File: config.mk
export PLATFORM = sky130hd
export DESIGN_NAME = btn_debounce
export DESIGN_NICKNAME = d
export VERILOG_FILES = /design/src/rtl/btn_debounce_pkg.sv /design/src/rtl/btn_debounce_ch.sv /design/src/rtl/btn_debounce.sv
export SDC_FILE = /design/constraint.sdc
export NUM_CORES = 1
export LEC_CHECK = 0
export CAP_MARGIN = 30
export CELL_PAD_IN_SITES_DETAIL_PLACEMENT = 0
export CELL_PAD_IN_SITES_GLOBAL_PLACEMENT = 1
export CORE_AREA = 4 4 140 108
export CTS_CLUSTER_SIZE = 25
export DETAILED_ROUTE_END_ITERATION = 16
export DIE_AREA = 0 0 144 112
export PLACE_DENSITY_LB_ADDON = 0.1
export SLEW_MARGIN = 20
export SYNTH_ARGS = -nofsm -noshare
export SYNTH_HDL_FRONTEND = slang
export SYNTH_SLANG_ARGS = --single-unit
export TNS_END_PERCENT = 20
File: constraint.sdc
create_clock -name clock -period 4.41 [get_ports clock]
set_clock_uncertainty 0.15 [all_clocks]
set_input_delay 0.882 -clock clock [delete_from_list [all_inputs] [get_ports clock]]
set_output_delay 0.882 -clock clock [all_outputs]
set_load 0.01 [all_outputs]
File: src/rtl/btn_debounce_pkg.sv
//==============================================================================
// btn_debounce_pkg: state encoding and debounce-length constants.  Rev 1.0
//==============================================================================
`default_nettype none

package btn_debounce_pkg;

  localparam logic [1:0] ST_STABLE_LOW  = 2'b00;
  localparam logic [1:0] ST_WAIT_HIGH   = 2'b01;
  localparam logic [1:0] ST_STABLE_HIGH = 2'b10;
  localparam logic [1:0] ST_WAIT_LOW    = 2'b11;

  localparam int DEBOUNCE_CYCLES_SYNTH = 1000000;
  localparam int DEBOUNCE_CYCLES_SIM   = 4;

  typedef enum logic [1:0] {
    STABLE_LOW  = ST_STABLE_LOW,
    WAIT_HIGH   = ST_WAIT_HIGH,
    STABLE_HIGH = ST_STABLE_HIGH,
    WAIT_LOW    = ST_WAIT_LOW
  } deb_state_t;

endpackage

`default_nettype wire

File: src/rtl/btn_debounce_ch.sv
//==============================================================================
// btn_debounce_ch: one channel - 2-flop synchroniser, counter FSM, edge pulses.
// BTN_DEBOUNCE_FALL_EN adds the registered fall pulse.  Rev 1.0
//==============================================================================
`default_nettype none

module btn_debounce_ch
  import btn_debounce_pkg::*;
#(
  parameter int NB_COUNTER      = 20,
  parameter int DEBOUNCE_CYCLES = DEBOUNCE_CYCLES_SYNTH
) (
  input  logic clk_i,
  input  logic rst_i,
  input  logic btn_i,
  output logic btn_o,
`ifdef BTN_DEBOUNCE_FALL_EN
  output logic fall_o,
`endif
  output logic rise_o
);

  localparam logic [NB_COUNTER-1:0] C_LAST = NB_COUNTER'(DEBOUNCE_CYCLES - 1);

  logic                  sync1_q;
  logic                  sync2_q;
  logic [NB_COUNTER-1:0] cnt_q;
  deb_state_t            state_q;
  logic                  btn_q;
  logic                  rise_q;
`ifdef BTN_DEBOUNCE_FALL_EN
  logic                  fall_q;
`endif

  // Pulses default low every cycle so they last exactly one clock per commit.
  always_ff @(posedge clk_i or posedge rst_i) begin
    if (rst_i) begin
      sync1_q <= 1'b0;
      sync2_q <= 1'b0;
      cnt_q   <= '0;
      state_q <= STABLE_LOW;
      btn_q   <= 1'b0;
      rise_q  <= 1'b0;
`ifdef BTN_DEBOUNCE_FALL_EN
      fall_q  <= 1'b0;
`endif
    end else begin
      sync1_q <= btn_i;
      sync2_q <= sync1_q;
      rise_q  <= 1'b0;
`ifdef BTN_DEBOUNCE_FALL_EN
      fall_q  <= 1'b0;
`endif
      case (state_q)
        STABLE_LOW: begin
          if (sync2_q) begin
            state_q <= WAIT_HIGH;
            cnt_q   <= '0;
          end
        end
        WAIT_HIGH: begin
          if (!sync2_q) begin
            state_q <= STABLE_LOW;
            cnt_q   <= '0;
          end else if (cnt_q == C_LAST) begin
            state_q <= STABLE_HIGH;
            btn_q   <= 1'b1;
            rise_q  <= 1'b1;
            cnt_q   <= '0;
          end else begin
            cnt_q   <= cnt_q + 1'b1;
          end
        end
        STABLE_HIGH: begin
          if (!sync2_q) begin
            state_q <= WAIT_LOW;
            cnt_q   <= '0;
          end
        end
        WAIT_LOW: begin
          if (sync2_q) begin
            state_q <= STABLE_HIGH;
            cnt_q   <= '0;
          end else if (cnt_q == C_LAST) begin
            state_q <= STABLE_LOW;
            btn_q   <= 1'b0;
`ifdef BTN_DEBOUNCE_FALL_EN
            fall_q  <= 1'b1;
`endif
            cnt_q   <= '0;
          end else begin
            cnt_q   <= cnt_q + 1'b1;
          end
        end
        default: begin
          state_q <= STABLE_LOW;
          cnt_q   <= '0;
        end
      endcase
    end
  end

  assign btn_o  = btn_q;
  assign rise_o = rise_q;
`ifdef BTN_DEBOUNCE_FALL_EN
  assign fall_o = fall_q;
`endif

endmodule

`default_nettype wire

File: src/rtl/btn_debounce.sv
//==============================================================================
// btn_debounce: NB_SW independent debounce channels; BTN_DEBOUNCE_FALL_EN
// exposes o_btn_fall.  Rev 1.0
//==============================================================================
`default_nettype none

module btn_debounce
  import btn_debounce_pkg::*;
#(
  parameter int NB_SW           = 4,
  parameter int NB_COUNTER      = 20,
  parameter int DEBOUNCE_CYCLES = DEBOUNCE_CYCLES_SYNTH
) (
  input  logic             clock,
  input  logic             i_reset,
  input  logic [NB_SW-1:0] i_btn,
  output logic [NB_SW-1:0] o_btn,
`ifdef BTN_DEBOUNCE_FALL_EN
  output logic [NB_SW-1:0] o_btn_fall,
`endif
  output logic [NB_SW-1:0] o_btn_rise
);

  for (genvar g = 0; g < NB_SW; g++) begin : g_ch
    btn_debounce_ch #(
      .NB_COUNTER      (NB_COUNTER),
      .DEBOUNCE_CYCLES (DEBOUNCE_CYCLES)
    ) u_ch (
      .clk_i  (clock),
      .rst_i  (i_reset),
      .btn_i  (i_btn[g]),
      .btn_o  (o_btn[g]),
`ifdef BTN_DEBOUNCE_FALL_EN
      .fall_o (o_btn_fall[g]),
`endif
      .rise_o (o_btn_rise[g])
    );
  end

endmodule

`default_nettype wire
Yosys cells after proc, flatten, opt, wreduce, memory -nomap -nowiden
Cells that the tools add are included.
{"block": "totals", "ff_bits": 104, "inputBits": 6}
{"block": "op_classes", "addsub": 4, "n_eq_ne": 48, "mux": 84, "reduce_logical": 20}
{"operator": "$mux W20", "n": 20}
{"operator": "$pmux W20 S4", "n": 4}
{"operator": "$add A20 B1 Y20 const B", "n": 4}
{"operator": "$eq A20 B20 Y1 const B", "n": 4}
{"operator": "$mux W2", "n": 24}
{"operator": "$ne A2 B1 Y1 const B", "n": 16}
{"operator": "$pmux W2 S4", "n": 4}
{"operator": "$mux W1", "n": 28}
{"operator": "$reduce_and A5 Y1", "n": 4}
{"operator": "$eq A2 B2 Y1 const B", "n": 8}
{"operator": "$ne A2 B2 Y1 const B", "n": 8}
{"operator": "$reduce_and A4 Y1", "n": 4}
{"operator": "$ne A3 B1 Y1 const B", "n": 4}
{"operator": "$ne A3 B3 Y1 const B", "n": 4}
{"operator": "$eq A2 B1 Y1 const B", "n": 4}
{"operator": "$logic_not A2 Y1", "n": 4}
{"operator": "$pmux W1 S2", "n": 4}
{"operator": "$reduce_and A2 Y1", "n": 4}
{"operator": "$reduce_bool A2 Y1", "n": 4}

Depth between registers and ports, before layout
Gate-level depths: netlist (run 1).
{"block": "depth", "depth_word": 4, "depth_mapped": 8}

Modules after synthesis
From an unflattened synthesis (run 1), not the netlist that was laid out.
{"block": "hier_totals", "cells_unflattened": 596, "area_unflattened_um2": 5472.7}
{"mod": "btn_debounce_ch at g_ch[0].u_ch ...", "n_inst": 3, "cells_per_inst": 150, "area_each_um2": 1371.3, "seq_area_each_um2": 650.6}
{"mod": "btn_debounce_ch at g_ch[3].u_ch", "n_inst": 1, "cells_per_inst": 146, "area_each_um2": 1358.8, "seq_area_each_um2": 650.6}

Worst setup path after synthesis (run 1)
OpenSTA, ideal clock, no wires.
{"block": "synth_path", "kind": "register to register", "from": "register g_ch[3].u_ch.cnt_q[0]", "to": "register g_ch[3].u_ch.cnt_q[2]", "arrival_ps": 1886, "t_required_ps": 4126, "path_slack_ps": 2241, "stages_incl_launch_ff": 9, "n_path_buf": 2, "period_less_slack_ps": 2169, "path_cell_list": "dfrtp_1 > ha_1 > nand3_1 > or4_1 > o21ba_1 > buf_6 > buf_6 > a21oi_1 > a31oi_1"}
{"block": "synth_between", "elab_chain_cells": 4, "elab_cells_between_ends": 6, "classes_between": "1 x add/sub; 1 x eq/ne; 4 x mux"}
{"item": "start: declaration", "line_no": "btn_debounce_ch.sv:27", "source": "logic [NB_COUNTER-1:0] cnt_q;"}
{"item": "start signal: assignment", "line_no": "btn_debounce_ch.sv:71", "source": "cnt_q <= cnt_q + 1'b1;"}
{"item": "start signal: assignment", "line_no": "btn_debounce_ch.sv:92", "source": "cnt_q <= cnt_q + 1'b1;"}
{"item": "$add A20 B1 Y20 / $eq A20 B20 Y1 (equally long branches)"}
{"item": "$mux W20 *", "line_no": "btn_debounce_ch.sv:65, btn_debounce_ch.sv:84"}
{"item": "$mux W20, on equally long branches", "line_no": "btn_debounce_ch.sv:81, btn_debounce_ch.sv:62"}
{"item": "$pmux W20 S4 *", "line_no": "btn_debounce_ch.sv:54", "source": "case (state_q)"}
Mark *: on every way between the ends. The rest lies on a longest branch, timed or not.
A chain may end at the register's enable or synchronous reset.

Final worst setup path (run 1)
{"block": "layout_path", "from": "register g_ch[3].u_ch.cnt_q[0]", "to": "register g_ch[3].u_ch.cnt_q[15]"}
The elaborated chain is that of the path after synthesis.

==> results.toml, run 1 <==
[status]
status = "complete, no violations"

[global_routing]
antenna_found_initial = 0
grt-ovfl-total = 0
busiest_layer = "met1"
grt_max_degree = 105
grt_pass1_vias = 4031
use_met3_pct = 3.74
grtUsageMet2_pct = 21.9
grt_use_total_pct = 15.2
met1_usage_pct = 22.3
grt_pass1_wl_mm = 20.0

[cts]
cts_tree = "done"
clkLatencyLatePin_ns = 0.35
cts_setup_buffers = 0
cts_buffers = 9
cts-resized-gates = 0
clock_sinks = 104
cts.clk_slew.worst_paths_ns = 0.07
holdBufCountCts = 0
ctsRootBufferMaster = "clkbuf_16"
ctsHtreeMaxLevel = 3
cts_max_path_buffers = 2

[setup_path]
required_ns = 4.44
reg2reg_from = "g_ch[3].u_ch.cnt_q[0]"
crit_family = "simple AND/OR/NAND/NOR gates"
setup.worst_path.class = "reg2reg"
crit_slowest_cell = "o21bai_1"
cp.arrival_ns = 2.75
endpoint_kind = "register"
max_stage_delay_ns = 0.69
cp-start-kind = "register"
reg2reg_slack_ns = 1.69
timing.rr.end = "g_ch[3].u_ch.cnt_q[15]"
critPathMaxFanout = 12
path_depth = 6
path_cells = "ha_1 -> nand3_1 -> or4_1 -> o21bai_1 -> or4_1 -> o221ai_1"
cp.buffers_inverters = 0
reg2regPathDepth = 6
path_common_cell = "or4_1"

[cells_and_area]
fillers = 1318
layout_commonest_cell = "dfrtp_1"
synthToLayoutAreaGrowth_pct = 9.06
drive_above_1_share_pct = 6.98
layout.nets = 578
utilization_pct = 43.3
regArea_um2 = 2600
layout_common_cells = "104 x dfrtp_1, 64 x nand2_1, 41 x nand3_1"
multiInputGateArea_um2 = 2550
antenna-diode-count = 0
final_area_um2 = 5920

[drt]
vias_per_cell = 5.70
wire_per_inst_um = 15.7
firstDrtPassIters = 4
antenna_left = 0
vias = 4262
drt-total-wl_mm = 11.7
drtIter0Drc = 317
drc_errors = 0

[timing]
worst_slew_pin_slew_ns = 0.830
drv_slew = 0
slew-limit-headroom_pct = 44.5
rsz0062_at_grt = "false"
period_share_pct = 61.6
hold_viol_final = 0
layout_min_cycle_time_ns = 2.72
finalSetupTns_ns = 0
max_freq_mhz = 368
setup_viol = 0

[logic_synthesis]
synth_edf_count = 0
ys.flop_type = "dfrtp_1"
synth-warning-count = 0
netlist_instances = 570
avgSynthCellArea_um2 = 9.52
yosys-top-cells-area = "dfrtp_1 48%, a31oi_1 4.5%, nand2_1 4.4%, nand3_1 3.8%, a21oi_1 2.6%"
syn_area_um2 = 5430
ys_seq_elements = 104
synth_nets = 580
ys_types = 64
ys_seq_area_share_pct = 47.9
synth.top_cell.area_share_pct = 47.9
synth_area_leader_cell = "dfrtp_1"
synth-async-reset-ratio_pct = 100

[placed_design]
hpwl_mm = 7.54
dpl_cell_area_um2 = 5630
io_buffers = 13
gp_congestion = 0.773

[die]
io_pins = 14
design.core.area_um2 = 13700
rows = 37
die_w_um = 144
dieArea_um2 = 16100
die_h_um = 112
start_util_pct = 39.7

[worst_hold_path]
hold_path.class = "reg2reg"
holdPathEnd = "g_ch[0].u_ch.sync2_q"
whs_path_depth = 0
hold_path_startpoint = "g_ch[0].u_ch.sync1_q"

[job]
cap_viol_max_count = 0

[pwr]
cellLeakagePower_nw = 2.43
p_total_mw = 1.86
vdd_drop_max_uv = 195
p_per_area_nw_per_um2 = 314
[worst max path at each step]
stage / from / end / slack (ns)
after detailed placement: g_ch[3].u_ch.cnt_q[0] / g_ch[3].u_ch.cnt_q[15] / 1.71
after global routing: g_ch[3].u_ch.cnt_q[0] / g_ch[3].u_ch.cnt_q[15] / 1.43
after floorplan: i_reset / asynchronous set/reset pin / 0.65
after CTS: g_ch[3].u_ch.cnt_q[0] / g_ch[3].u_ch.cnt_q[15] / 1.68
final: g_ch[3].u_ch.cnt_q[0] / g_ch[3].u_ch.cnt_q[15] / 1.69
after global placement: g_ch[3].u_ch.cnt_q[0] / g_ch[3].u_ch.cnt_q[15] / 1.72
[area by class of cell]
cell class | count | share of cell area, %
Clock buffer | 12 | 4.16
Clock inverter | 4 | 0.338
Inverter | 21 | 1.37
Multi-Input combinational cell | 413 | 43.2
Sequential cell | 104 | 44.0
Tap cell | 175 | 3.70
Timing Repair Buffer | 19 | 3.30
[routing by layer]
metal | vias to the layer above | share of wire, %
met1 | 2086 | 54
met2 | 45 | 42
met5 | - | 0
met4 | 0 | 1.3
li1 | 2120 | -
met3 | 11 | 2.9
[through the flow]
| step | hold WS (ns) | cells | setup WS [ns] |
|---|---|---|---|
| 2_1_floorplan | 0.181 | 570 | 0.646 |
| 3_3_place_gp | 0.185 | 730 | 1.72 |
| 3_5_place_dp | 0.185 | 730 | 1.71 |
| 4_1_cts | 0.202 | 746 | 1.68 |
| 5_1_grt | 0.211 | 748 | 1.43 |
| 6_report | 0.199 | 748 | 1.69 |
[synth_stat cells, types with 5 or more instances]
master,instances
nand2b_1,10
buf_6,5
o211ai_1,5
nor3_1,11
nand3_1,41
clkbuf_1,13
o21ai_0,28
nand4_1,17
mux2i_1,6
a21oi_1,28
and3_1,11
a21o_1,9
buf_4,8
inv_1,21
or4_1,8
a31oi_1,39
a41oi_1,7
xnor2_1,6
nand2_1,64
xor2_1,9
nor2_1,27
a22o_1,14
buf_2,6
and2_1,6
dfrtp_1,104
and4_1,7
[flip-flops by register name (all words and copies together) (netlist names), named ones only]
register	count
g_ch.u_ch.rise_o	4
g_ch.u_ch.cnt_q	80
g_ch.u_ch.btn_o	4
g_ch.u_ch.sync1_q	4
g_ch.u_ch.state_q	4
g_ch.u_ch.sync2_q	4
[cell families (layout without fill, tap and decap cells)]
family                   Yosys count  in the layout  synth area share, %
AO/OA/AOI/OAI                    156            156                 19.0
XOR/XNOR                          15             15                 2.42
adder cells (fa/ha/maj)            4              4                0.922
buffers and inverters             53             56                 5.05
flip-flops                       104            104                 47.9
multiplexers                       9              9                 1.73
AND/OR/NAND/NOR                  229            229                 23.0
[worst reg2reg max path: stages (launching register included)]
cell      delay, ns
dfrtp_1        0.42
ha_1           0.23
nand3_1        0.15
or4_1          0.59
o21bai_1       0.69
or4_1          0.22
o221ai_1       0.10
[power breakdown]
group	internal, mW	switching [mW]	total (mW)	leakage, nW
registers	0.976	0.0252	1.00	1.42
logic	0.0381	0.0725	0.111	0.871
clock network	0.395	0.352	0.747	0.136
total	1.41	0.450	1.86	2.43
Power figures use the tool's default switching activity.
==> run 2: changes to the inputs <==
==> constraint.sdc (replaced) <==
create_clock -name clock -period 2.3 [get_ports clock]
set_clock_uncertainty 0.15 [all_clocks]
set_input_delay 0.46 -clock clock [delete_from_list [all_inputs] [get_ports clock]]
set_output_delay 0.46 -clock clock [all_outputs]
set_load 0.01 [all_outputs]
==> run 2 against run 1 <==
  * Worst hold slack got worse by 0.0028 ns
  * Clock-buffer cell count down 2
  * Worst setup slack got worse by 1.6 ns
  * Critical endpoint is now g_ch[3].u_ch.cnt_q[19]
  * Sequential share of layout area is 3.1 points lower
  * Wire length up 5.4%
  * Via count is 3.8% higher
  * Global-route usage increased by 0.87 points
==> results.toml, run 2 (synthesized netlist as in run 1, its figures left out) <==
[global_routing]
grt_pass1_vias = 4313
grt_pass1_wl_mm = 21.4
grt_use_total_pct = 16.0
grt-ovfl-total = 0
grt_max_degree = 53
antenna_found_initial = 0

[drt]
met3_length_um = 389
firstDrtPassIters = 4
wire_per_inst_um = 15.7
drtIter0Drc = 272
vias = 4426
vias_per_cell = 5.61
highest_layer = "met4"
antenna_left = 0
wl_met2_mm = 5.44
drt-total-wl_mm = 12.4
wl_met1_mm = 6.41
drc_errors = 0

[worst_hold_path]
hold_path.class = "reg2reg"
whs_path_depth = 0
hold_path_startpoint = "g_ch[0].u_ch.sync1_q"
holdPathEnd = "g_ch[0].u_ch.sync2_q"

[placed_design]
pre_cts_slack_ns = 0.0932
gp_congestion = 0.787
dpl_cell_area_um2 = 5970
hpwl_mm = 8.12
io_buffers = 13

[cells_and_area]
layout_common_cells = "104 x dfrtp_1, 64 x nand2_1, 43 x buf_4"
drive_above_1_share_pct = 14.7
largest-register = "g_ch.u_ch.cnt_q"
layout_commonest_cell = "dfrtp_1"
antenna-diode-count = 0
largest_reg_flops = 80
final_area_um2 = 6360
synthToLayoutAreaGrowth_pct = 17.2
fillers = 1274
layout.nets = 619

[die]
die_h_um = 112
design.core.area_um2 = 13700
start_util_pct = 39.7
rows = 37
io_pins = 14
die_w_um = 144
dieArea_um2 = 16100

[pwr]
comb_power_share_pct = 6.6
cellLeakagePower_nw = 2.67
vdd_drop_max_uv = 380
swShare_pct = 23.7
power_frac_seq_pct = 49.4
power.net_switching_mw = 0.919
intPower_mw = 2.96
clock_power_share_pct = 44.0
p_per_area_nw_per_um2 = 610

[cts]
ctsHtreeMaxLevel = 3
clock_sinks = 104
cts_max_path_buffers = 2
ctsRootBufferMaster = "clkbuf_16"
clkLatencyLatePin_ns = 0.35
holdBufCountCts = 0
cts_buffers = 9
cts_tree = "done"
cts.clk_slew.worst_paths_ns = 0.07

[setup_path]
cp.arrival_ns = 2.25
critPathMaxFanout = 10
reg2reg_slack_ns = 0.12
setup.worst_path.class = "reg2reg"
timing.rr.end = "g_ch[3].u_ch.cnt_q[19]"
required_ns = 2.36
reg2reg_from = "g_ch[3].u_ch.cnt_q[0]"
endpoint_kind = "register"
reg2regPathDepth = 7
cp-start-kind = "register"

[timing]
hold_viol_final = 0
slew-limit-headroom_pct = 59.2
drv_slew = 0
period_share_pct = 94.8
finalSetupTns_ns = 0
worst_slew_pin_slew_ns = 0.613
worst_slack_ns = 0.119
holdWs_ns = 0.196
max_freq_mhz = 458
rsz0062_at_grt = "false"
layout_min_cycle_time_ns = 2.18
setup_viol = 0

[job]
cap_viol_max_count = 0

[status]
status = "complete, no violations"
## run 2: cell count changes in the layout (fill, tap and decap cells not counted), sizes merged
cell | before | now
buf | 6 | 47
clkinvlp | 0 | 4
bufinv | 0 | 2
clkbuf | 12 | 10
clkinv | 4 | 0
## run 2: routing by layer
metal	vias to the layer above	GRT usage, %
met3	13	3.91
met2	54	23.2
met4	0	4.02
met1	2160	24.0
met5	-	0
li1	2199	-
## run 2: how the worst max path moves through the flow
stage                                from                      to
finish              g_ch[3].u_ch.cnt_q[0]  g_ch[3].u_ch.cnt_q[19]
global route        g_ch[3].u_ch.cnt_q[1]  g_ch[3].u_ch.cnt_q[15]
global placement    g_ch[3].u_ch.cnt_q[0]  g_ch[3].u_ch.cnt_q[15]
detailed placement  g_ch[3].u_ch.cnt_q[1]  g_ch[3].u_ch.cnt_q[19]
floorplan           g_ch[3].u_ch.cnt_q[0]   g_ch[3].u_ch.cnt_q[2]
CTS                 g_ch[3].u_ch.cnt_q[1]  g_ch[3].u_ch.cnt_q[19]
## run 2: worst max-delay path, stage by stage, from the launching register on
cell	delay (ns)
dfrtp_1	0.36
ha_2	0.20
nand3_1	0.12
or4_4	0.57
o21ba_1	0.21
buf_4	0.18
a41oi_2	0.20
a31oi_1	0.06
## run 2: final cells by class
| type | count | area [µm²] | area share, % |
|---|---|---|---|
| timing repair buffer | 60 | 533 | 8.38 |
| sequential | 104 | 2600 | 40.9 |
| clock buffer | 10 | 239 | 3.76 |
| inverter | 21 | 82.6 | 1.30 |
| tap | 175 | 219 | 3.44 |
| multi-input combinational | 413 | 2590 | 40.8 |
| clock inverter | 6 | 91.3 | 1.44 |
## run 2: stage by stage
stage / total power, mW / std cells / utilization [%]
4_1_cts: 3.93 / 786 / 46.1
3_3_place_gp: 2.20 / 770 / 43.7
3_5_place_dp: 2.20 / 770 / 43.7
2_1_floorplan: 2.11 / 570 / -
6_report: 3.88 / 789 / 46.6
5_1_grt: 4.04 / 789 / 46.6
## run 2: power groups by stage
stage	Combinational, mW	Clock (mW)	Sequential (mW)
2_1_floorplan	0.163	0	1.94
3_3_place_gp	0.246	0	1.95
3_5_place_dp	0.253	0	1.95
4_1_cts	0.253	1.76	1.92
5_1_grt	0.289	1.83	1.92
6_report	0.255	1.71	1.92
## run 2: what timing repair did
action                                  in CTS  in global routing
endpoints found under the setup margin       0                 18
setup buffers                                0                  2
gates resized for setup                      0                  8
==> run 3: changes to the inputs <==
--- a/config.mk
+++ b/config.mk
@@ -17,4 +17,4 @@
 export SYNTH_ARGS = -nofsm -noshare
 export SYNTH_HDL_FRONTEND = slang
 export SYNTH_SLANG_ARGS = --single-unit
-export TNS_END_PERCENT = 20
+export TNS_END_PERCENT = 50
==> results of run 3 <==
The final DEF is identical to that of run 2; final timing and power are the same.
